<file path="src/rtl/pipeline_flow_pkg.sv">
// Shared sizing helpers and parameter legality rules for the pipeline flow adapter.
package pipeline_flow_pkg;

    localparam int LATENCY_MIN = 1;
    localparam int LATENCY_MAX = 8;

    // Credit and occupancy counters must represent 0..depth inclusive.
    function automatic int cred_width(input int depth);
        return $clog2(depth + 1);
    endfunction

    function automatic int ptr_width(input int depth);
        return (depth < 2) ? 1 : $clog2(depth);
    endfunction

    function automatic bit params_legal(input int width, input int latency, input int depth);
        return (width >= 1) && (latency >= LATENCY_MIN) && (latency <= LATENCY_MAX) && (depth >= 1);
    endfunction

endpackage

</file>
<file path="src/rtl/flow_fifo.sv">
// Synchronous circular-buffer FIFO; head is the registered storage at the read pointer.
module flow_fifo
    import pipeline_flow_pkg::*;
#(
    parameter int WIDTH = 32,
    parameter int DEPTH = 4,
    localparam int CNT_W = cred_width(DEPTH)
) (
    input  logic             clk,
    input  logic             rst,
    input  logic             push,
    input  logic             pop,
    input  logic [WIDTH-1:0] wdata,
    output logic [WIDTH-1:0] head,
    output logic             empty,
    output logic             full,
    output logic [CNT_W-1:0] count
);

    localparam int PTR_W = ptr_width(DEPTH);
    localparam logic [PTR_W-1:0] PTR_LAST = PTR_W'(DEPTH - 1);
    localparam logic [CNT_W-1:0] CNT_FULL = CNT_W'(DEPTH);
    localparam logic [CNT_W-1:0] CNT_ONE  = CNT_W'(1);

    logic [WIDTH-1:0] mem [DEPTH];
    logic [PTR_W-1:0] wr_ptr;
    logic [PTR_W-1:0] rd_ptr;
    logic             do_pop;

    function automatic logic [PTR_W-1:0] ptr_inc(input logic [PTR_W-1:0] ptr);
        return (ptr == PTR_LAST) ? '0 : ptr + PTR_W'(1);
    endfunction

    assign do_pop = pop & ~empty;
    assign empty  = (count == '0);
    assign full   = (count == CNT_FULL);
    assign head   = mem[rd_ptr];

    // NOTE: storage is reset so that out_data reads as zero after reset; this keeps
    // the RAM in flops, which is acceptable at this depth.
    always_ff @(posedge clk or posedge rst) begin
        if (rst) begin
            for (int i = 0; i < DEPTH; i++) begin
                mem[i] <= '0;
            end
        end else if (push) begin
            mem[wr_ptr] <= wdata;
        end
    end

    // NOTE: all sequential state uses non-blocking assignments so every register
    // samples pre-edge values regardless of process ordering.
    always_ff @(posedge clk or posedge rst) begin
        if (rst) begin
            wr_ptr <= '0;
            rd_ptr <= '0;
            count  <= '0;
        end else begin
            if (push) begin
                wr_ptr <= ptr_inc(wr_ptr);
            end
            if (do_pop) begin
                rd_ptr <= ptr_inc(rd_ptr);
            end
            if (push && !do_pop) begin
                count <= count + CNT_ONE;
            end else if (!push && do_pop) begin
                count <= count - CNT_ONE;
            end
        end
    end

endmodule

</file>
<file path="src/rtl/pipeline_flow_adapter.sv">
// Valid/ready shell around a fixed-latency, non-stalling pipeline: credit-gated issue,
// valid shift register tracking in-flight items, and a result FIFO for backpressure.
module pipeline_flow_adapter
    import pipeline_flow_pkg::*;
#(
    parameter int WIDTH   = 32,
    parameter int LATENCY = 2,
    parameter int DEPTH   = 4
) (
    input  logic             clk,
    input  logic             rst,
    input  logic             in_valid,
    output logic             in_ready,
    input  logic [WIDTH-1:0] pipe_result,
    output logic             out_valid,
    input  logic             out_ready,
    output logic [WIDTH-1:0] out_data
);

    localparam int CRED_W = cred_width(DEPTH);
    localparam logic [CRED_W-1:0] CRED_MAX = CRED_W'(DEPTH);
    localparam logic [CRED_W-1:0] CRED_ONE = CRED_W'(1);

    if (!params_legal(WIDTH, LATENCY, DEPTH)) begin : g_bad_params
        $error("pipeline_flow_adapter: WIDTH>=1, LATENCY in 1..8 and DEPTH>=1 required");
    end

    logic [CRED_W-1:0]  cred;
    logic [CRED_W-1:0]  cred_next;
    logic [LATENCY-1:0] vsr;
    logic [CRED_W-1:0]  fifo_count;
    logic               fifo_empty;
    logic               fifo_full;
    logic               accept;
    logic               pop;
    logic               capture;

    assign in_ready  = (cred != '0);
    assign accept    = in_valid & in_ready;
    assign out_valid = ~fifo_empty;
    assign pop       = out_valid & out_ready;
    assign capture   = vsr[LATENCY-1];

    // NOTE: the default assignment first keeps this block purely combinational.
    always_comb begin
        cred_next = cred;
        if (accept && !pop) begin
            cred_next = cred - CRED_ONE;
        end else if (!accept && pop) begin
            cred_next = cred + CRED_ONE;
        end
    end

    always_ff @(posedge clk or posedge rst) begin
        if (rst) begin
            cred <= CRED_MAX;
        end else begin
            cred <= cred_next;
        end
    end

    // The top vsr bit lines up with the cycle in which pipe_result belongs to an issued item.
    if (LATENCY == 1) begin : g_vsr_single
        always_ff @(posedge clk or posedge rst) begin
            if (rst) begin
                vsr <= '0;
            end else begin
                vsr <= accept;
            end
        end
    end else begin : g_vsr_shift
        always_ff @(posedge clk or posedge rst) begin
            if (rst) begin
                vsr <= '0;
            end else begin
                vsr <= {vsr[LATENCY-2:0], accept};
            end
        end
    end

    flow_fifo #(
        .WIDTH (WIDTH),
        .DEPTH (DEPTH)
    ) u_fifo (
        .clk   (clk),
        .rst   (rst),
        .push  (capture),
        .pop   (pop),
        .wdata (pipe_result),
        .head  (out_data),
        .empty (fifo_empty),
        .full  (fifo_full),
        .count (fifo_count)
    );

    a_no_overflow: assert property (@(posedge clk) disable iff (rst) capture |-> !fifo_full);
    a_cred_no_overflow: assert property (@(posedge clk) disable iff (rst) pop |-> (cred != CRED_MAX));
    a_credit_invariant: assert property (@(posedge clk) disable iff (rst)
        (int'(cred) + int'(fifo_count) + $countones(vsr)) == DEPTH);

endmodule

</file>
<file path="config.mk">
export PLATFORM = sky130hd
export DESIGN_NAME = pipeline_flow_adapter
export DESIGN_NICKNAME = d
export VERILOG_FILES = /design/src/rtl/pipeline_flow_pkg.sv /design/src/rtl/flow_fifo.sv /design/src/rtl/pipeline_flow_adapter.sv
export SDC_FILE = /design/constraint.sdc
export NUM_CORES = 1
export LEC_CHECK = 0
export CAP_MARGIN = 20
export CORE_MARGIN = 5
export CORE_UTILIZATION = 26
export DETAILED_ROUTE_END_ITERATION = 6
export SETUP_SLACK_MARGIN = 0.15
export SLEW_MARGIN = 20
export SYNTH_ARGS = -nofsm -noshare
export SYNTH_HDL_FRONTEND = slang
export SYNTH_SLANG_ARGS = --single-unit
</file>
<file path="constraint.sdc">
create_clock -name clk -period 8.9 [get_ports clk]
set_input_delay 0.89 -clock clk [delete_from_list [all_inputs] [get_ports clk]]
set_output_delay 0.89 -clock clk [all_outputs]
set_load 0.005 [all_outputs]
</file>
==> results of run 1 <==
-- cells in the final DEF, fill, tap and decap left out, drive strengths merged, types with 4 or more instances in the layout --
cell type        n
clkinv           6
ha               7
inv              7
mux4            32
clkinvlp         4
nand2            7
dfrtp          139
mux2           131
clkbuf          20
clkdlybuf4s50   69
xor2             4
nor2             4
-- per-layer routing --
metal,global-route usage,part of all wire,vias up,routed length (µm)
met4,0.0381,0.019,0,248
li1,-,-,1465,-
met1,0.130,0.43,1812,5760
met3,0.0313,0.041,15,545
met5,0,0,-,0
met2,0.182,0.51,62,6700
-- Yosys cell counts --
master,instances
dfrtp_1,139
mux2_2,131
mux4_2,32
buf_2,15
ha_1,7
inv_1,7
nand2_1,7
nor2_1,4
xor2_1,4
buf_6,3
buf_4,2
fa_1,2
o21ai_0,2
or3_1,2
xnor2_1,2
and2_1,1
dfstp_2,1
mux2i_1,1
-- registers in the layout (all words and copies together), names as in the netlist --
register	count
cred	3
u_fifo.count	3
u_fifo.mem	128
u_fifo.rd_ptr	2
u_fifo.wr_ptr	2
vsr	2
-- cell type report --
cell class / count / area [µm²]
fillers: 2260 / 15600
flip-flops and latches: 140 / 3510
multi-input cells: 195 / 2470
repair buffers: 71 / 709
clock buffers: 20 / 467
well taps: 319 / 399
clock inverters: 12 / 120
inverters: 7 / 31.3
-- worst reg2reg max path, stage by stage (launching register included) --
cell and delay, ns:
dfrtp_1 0.42, or3_1 0.43, nand2_1 0.18, ha_1 0.22, inv_1 0.07, fa_1 0.38, xor2_1 0.15, nor2_1 0.14
xor2_1 0.16
-- kinds of logic (layout without fill, tap and decap cells) --
family,count (synthesis),in the layout,share of synthesized area
AOI/OAI and AO/OA,2,2,0.00164
xor gates and xnor gates,6,6,0.00860
adders and majority gates,9,9,0.0209
buffers and inverters,27,110,0.0246
DFF,140,140,0.574
muxes,164,164,0.361
and+or+nand+nor,14,14,0.00983
-- worst min-delay path by stage --
stage	from	end	slack, ns	cells past startpoint
final	vsr[0]	vsr[1]	0.35	0
after global routing	vsr[0]	vsr[1]	0.35	0
after CTS	vsr[0]	vsr[1]	0.35	0
after detailed placement	vsr[0]	vsr[1]	0.33	0
after global placement	vsr[0]	vsr[1]	0.33	0
after floorplan	vsr[0]	vsr[1]	0.33	0
-- power by group through the flow --
| stage | Sequential [mW] | Combinational, mW | Clock (mW) |
|---|---|---|---|
| after global placement | 1.15 | 1.25 | 0 |
| after global routing | 1.21 | 1.37 | 0.756 |
| after CTS | 1.17 | 1.30 | 0.726 |
| after floorplan | 1.08 | 0.847 | 0 |
| final | 1.17 | 1.26 | 0.701 |
| after detailed placement | 1.18 | 1.29 | 0 |
==> results.toml, run 1 <==
[synth]
yosysTopAreaCell = "dfrtp_1"
seq_area_frac_synth = 0.574
netlist_area_mm2 = 0.00611
ys_ff_latch = 140
synth.avg_cell_area_um2 = 16.9
ys_warn_count = 0
synth_area_leaders = "dfrtp_1 (57%), mux2_2 (24%), mux4_2 (12%)"
synth_top_area_frac = 0.569
syn_inst = 362
synth_cell_types = 18
syn_nets = 407

[drt]
wl_um = 13300
route.detailed.drc = 0
drtAntennaViolNets = 0
vias = 3354
first_pass_iters = 3
wl_per_cell_um = 17.3
drt_iter0_drc = 125
viasPerCell = 4.39

[setup_path]
critical_path_cell_count = 2
critPathBufInv = 1
path_delay_family = "flip-flops"
cp.required_ns = 8.01
setup.worst_path.start = "u_fifo.rd_ptr[1]"
crit_chain = "mux4_2, clkdlybuf4s50_1"
ff2ff_path_depth = 8
timing.rr.start = "u_fifo.count[0]"
crit_slowest_cell = "dfrtp_2"
cp-end-kind = "primary output"
max_stage_delay_ns = 1.02
crit_arrival_ns = 2.56
crit_fanout = 34
r2r-end = "cred[2]"
critPathKind = "reg -> out"
reg2reg_slack_ns = 6.68
startpoint_type = "flip-flop"
endpoint = "out_data[0]"

[run]
maxCapViolations = 0

[timing]
skew_ns = 0.00642
relSlewSlack = 0.288
setup_viol = 0
final_max_slew_viol_count = 0
fmax_mhz = 290
timing.hold.ws_ns = 0.347
tightest_slew_ns = 1.06
rsz0062_at_grt = "no"
fin_ws_ns = 5.45
finalHoldViolations = 0
final.min_clock_period_ns = 3.45
fin_tns_setup_ns = 0
finalCritPeriodShare = 0.387

[floorplan]
placementRows = 56
initial_utilization = 0.262
dieArea_mm2 = 0.0267
die_y_um = 163
design.core.area_mm2 = 0.0233
fp.dieW_um = 163
io_pins = 70

[clock_tree]
cts_resized = 0
cts.path.max_buffers = 2
h-tree-depth = 4
clk_latency_ns = 0.42
cts_buffers = 17
cts_root_buf = "clkbuf_16"
ctsHoldBuffers = 0
cts_sinks = 140
cts_tree = "done"
post-cts-setup-buffers = 0
clkSlewWorstSetupHoldPaths_ns = 0.06

[power_and_ir_drop]
leakage_nw = 3.10
p_int_mw = 2.23
p_per_area_mw_per_mm2 = 406
seq_power_share = 0.373
p_sw_frac = 0.286
total_power_mw = 3.13
clkPwrFrac = 0.224
p_comb_frac = 0.403
ir_drop_v = 0.000122
p_switching_mw = 0.895

[final_layout]
final_util = 0.330
finish.instance_area_mm2 = 0.00770
final_cells = 764
drive_gt1_frac = 0.461
n_antenna_cell = 0
nets = 477
area_growth_pct = 26.0

[placement]
gp_congestion = 0.695
place_area_mm2 = 0.00711
dp.cells = 732
dp_hpwl_um = 8160
dp_slack_ns = 5.86
portBuffers = 69

[global_route]
grt-ovfl-total = 0
grt_max_degree = 80
grt_pass1_vias = 3952
antenna_found_initial = 0
grt_pass1_wl_um = 21800
gr-usage-all-layers = 0.107

[run_status]
status = "finished clean"

[worst_hold_path]
hp-class = "reg -> reg"
Power figures use the tool's default switching activity.
==> inputs of run 2 (changes only) <==
- clock period: 8.9 -> 3.4 ns (I/O delays scaled with it)
==> run 2 against run 1 <==
Net effect:
- first-iteration DRC count fell by 4.8%
- via count fell by 0.57%
- cell area barely moved
- clock power rose by 150%
- critical path depth rose by 1
- total power rose to 2.6 times the previous value
- worst setup slack got worse by 4.8 ns
- routed wire length fell by 0.89%
- clock skew rose by 0.0082 ns
- non-clock buffer count rose by 3
==> results.toml, run 2 (synthesized netlist as in run 1, its figures left out) <==
[run_status]
status = "finished clean"

[final_layout]
n_antenna_cell = 0
finish.instance_area_mm2 = 0.00769
final_util = 0.330
fillers = 2268
largest_reg_flops = 128
regMostFlops = "u_fifo.mem"
drive_gt1_frac = 0.462
nets = 480
final_cell_mix = "dfrtp_1 (137), mux2_2 (131), clkdlybuf4s50_1 (69)"
area_growth_pct = 25.9
final_common_cell = "dfrtp_1"
reg_top3 = "u_fifo.mem x128, cred x3, u_fifo.count x3"
final_cells = 767

[drt]
drt_iter0_drc = 119
route.detailed.drc = 0
wl_per_cell_um = 17.1
first_pass_iters = 3
viasPerCell = 4.35
drtAntennaViolNets = 0
vias = 3335
wl_um = 13100

[worst_hold_path]
hold-path-cell-count = 0
whs_endpoint = "vsr[1]"
min-delay-start = "vsr[0]"
hp-class = "reg -> reg"

[timing]
finalCritPeriodShare = 0.796
fmax_mhz = 370
relSlewSlack = 0.320
finalHoldViolations = 0
fin_ws_ns = 0.695
setup_viol = 0
rsz0062_at_grt = "no"
final_max_slew_viol_count = 0
timing.hold.ws_ns = 0.350
skew_ns = 0.0146
tightest_slew_ns = 1.02
fin_tns_setup_ns = 0
final.min_clock_period_ns = 2.71

[clock_tree]
post-cts-setup-buffers = 0
clk_latency_ns = 0.42
ctsHoldBuffers = 0
cts_resized = 0
cts_root_buf = "clkbuf_16"
cts_sinks = 140
cts_tree = "done"
clkSlewWorstSetupHoldPaths_ns = 0.06
cts.path.max_buffers = 2
cts_buffers = 17
h-tree-depth = 4

[setup_path]
critPathKind = "reg -> out"
cp-end-kind = "primary output"
r2r-end = "u_fifo.count[2]"
cp.required_ns = 3.06
timing.rr.start = "u_fifo.count[0]"
ff2ff_path_depth = 8
reg2reg_slack_ns = 1.17
crit_arrival_ns = 2.37
startpoint_type = "flip-flop"
crit_fanout = 18

[run]
maxCapViolations = 0

[global_route]
grt_pass1_wl_um = 21800
grt-ovfl-total = 0
grt_max_degree = 73
gr-usage-all-layers = 0.107
antenna_found_initial = 2
grt_pass1_vias = 3926

[power_and_ir_drop]
leakage_nw = 3.10
p_sw_frac = 0.290
p_comb_frac = 0.412
p_per_area_mw_per_mm2 = 1050
ir_drop_v = 0.000280
p_switching_mw = 2.35
total_power_mw = 8.11
clkPwrFrac = 0.215
p_int_mw = 5.75
seq_power_share = 0.373

[placement]
dp.cells = 735
dp_hpwl_um = 8440
gp_congestion = 0.673
place_area_mm2 = 0.00713
portBuffers = 69
dp_slack_ns = 1.10

[floorplan]
fp.dieW_um = 163
design.core.area_mm2 = 0.0233
placementRows = 56
initial_utilization = 0.262
dieArea_mm2 = 0.0267
die_y_um = 163
io_pins = 70
-- run 2: worst max path at each step --
stage | startpoint | endpoint | slack, ns
global route | u_fifo.rd_ptr[1] | out_data[13] | 0.57
global placement | u_fifo.rd_ptr[1] | out_data[13] | 1.11
floorplan | rst | cred[0] | 1.31
CTS | u_fifo.rd_ptr[1] | out_data[13] | 0.64
finish | u_fifo.rd_ptr[1] | out_data[13] | 0.69
detailed placement | u_fifo.rd_ptr[1] | out_data[13] | 1.10
-- run 2: power by group through the flow --
| stage | Clock (mW) | Sequential (mW) | Combinational (mW) |
|---|---|---|---|
| finish | 1.75 | 3.02 | 3.34 |
| global route | 1.87 | 3.13 | 3.64 |
| CTS | 1.80 | 3.03 | 3.43 |
| detailed placement | 0 | 3.06 | 3.42 |
| global placement | 0 | 2.99 | 3.31 |
| floorplan | 0 | 2.83 | 2.22 |
-- run 2: area by class of cell --
type	count	area, µm²	share of cell area
Sequential cell	140	3510	0.456
Multi-Input combinational cell	195	2470	0.321
Timing Repair Buffer	74	728	0.0947
Clock buffer	19	443	0.0576
Tap cell	319	399	0.0519
Clock inverter	13	119	0.0155
Inverter	7	30.0	0.00390
-- run 2: metal layers --
metal  wire (µm)  global-route usage  vias up
li1            -                   -     1483
met1        5610               0.127     1784
met2        6630               0.179       49
met3         746              0.0391       15
met4         128              0.0366        4
met5          14                   0        -
-- run 2: critical path: stages (launching register included) --
cell	delay [ns]
dfrtp_2	0.70
buf_4	0.39
mux4_2	0.38
clkdlybuf4s50_1	0.47
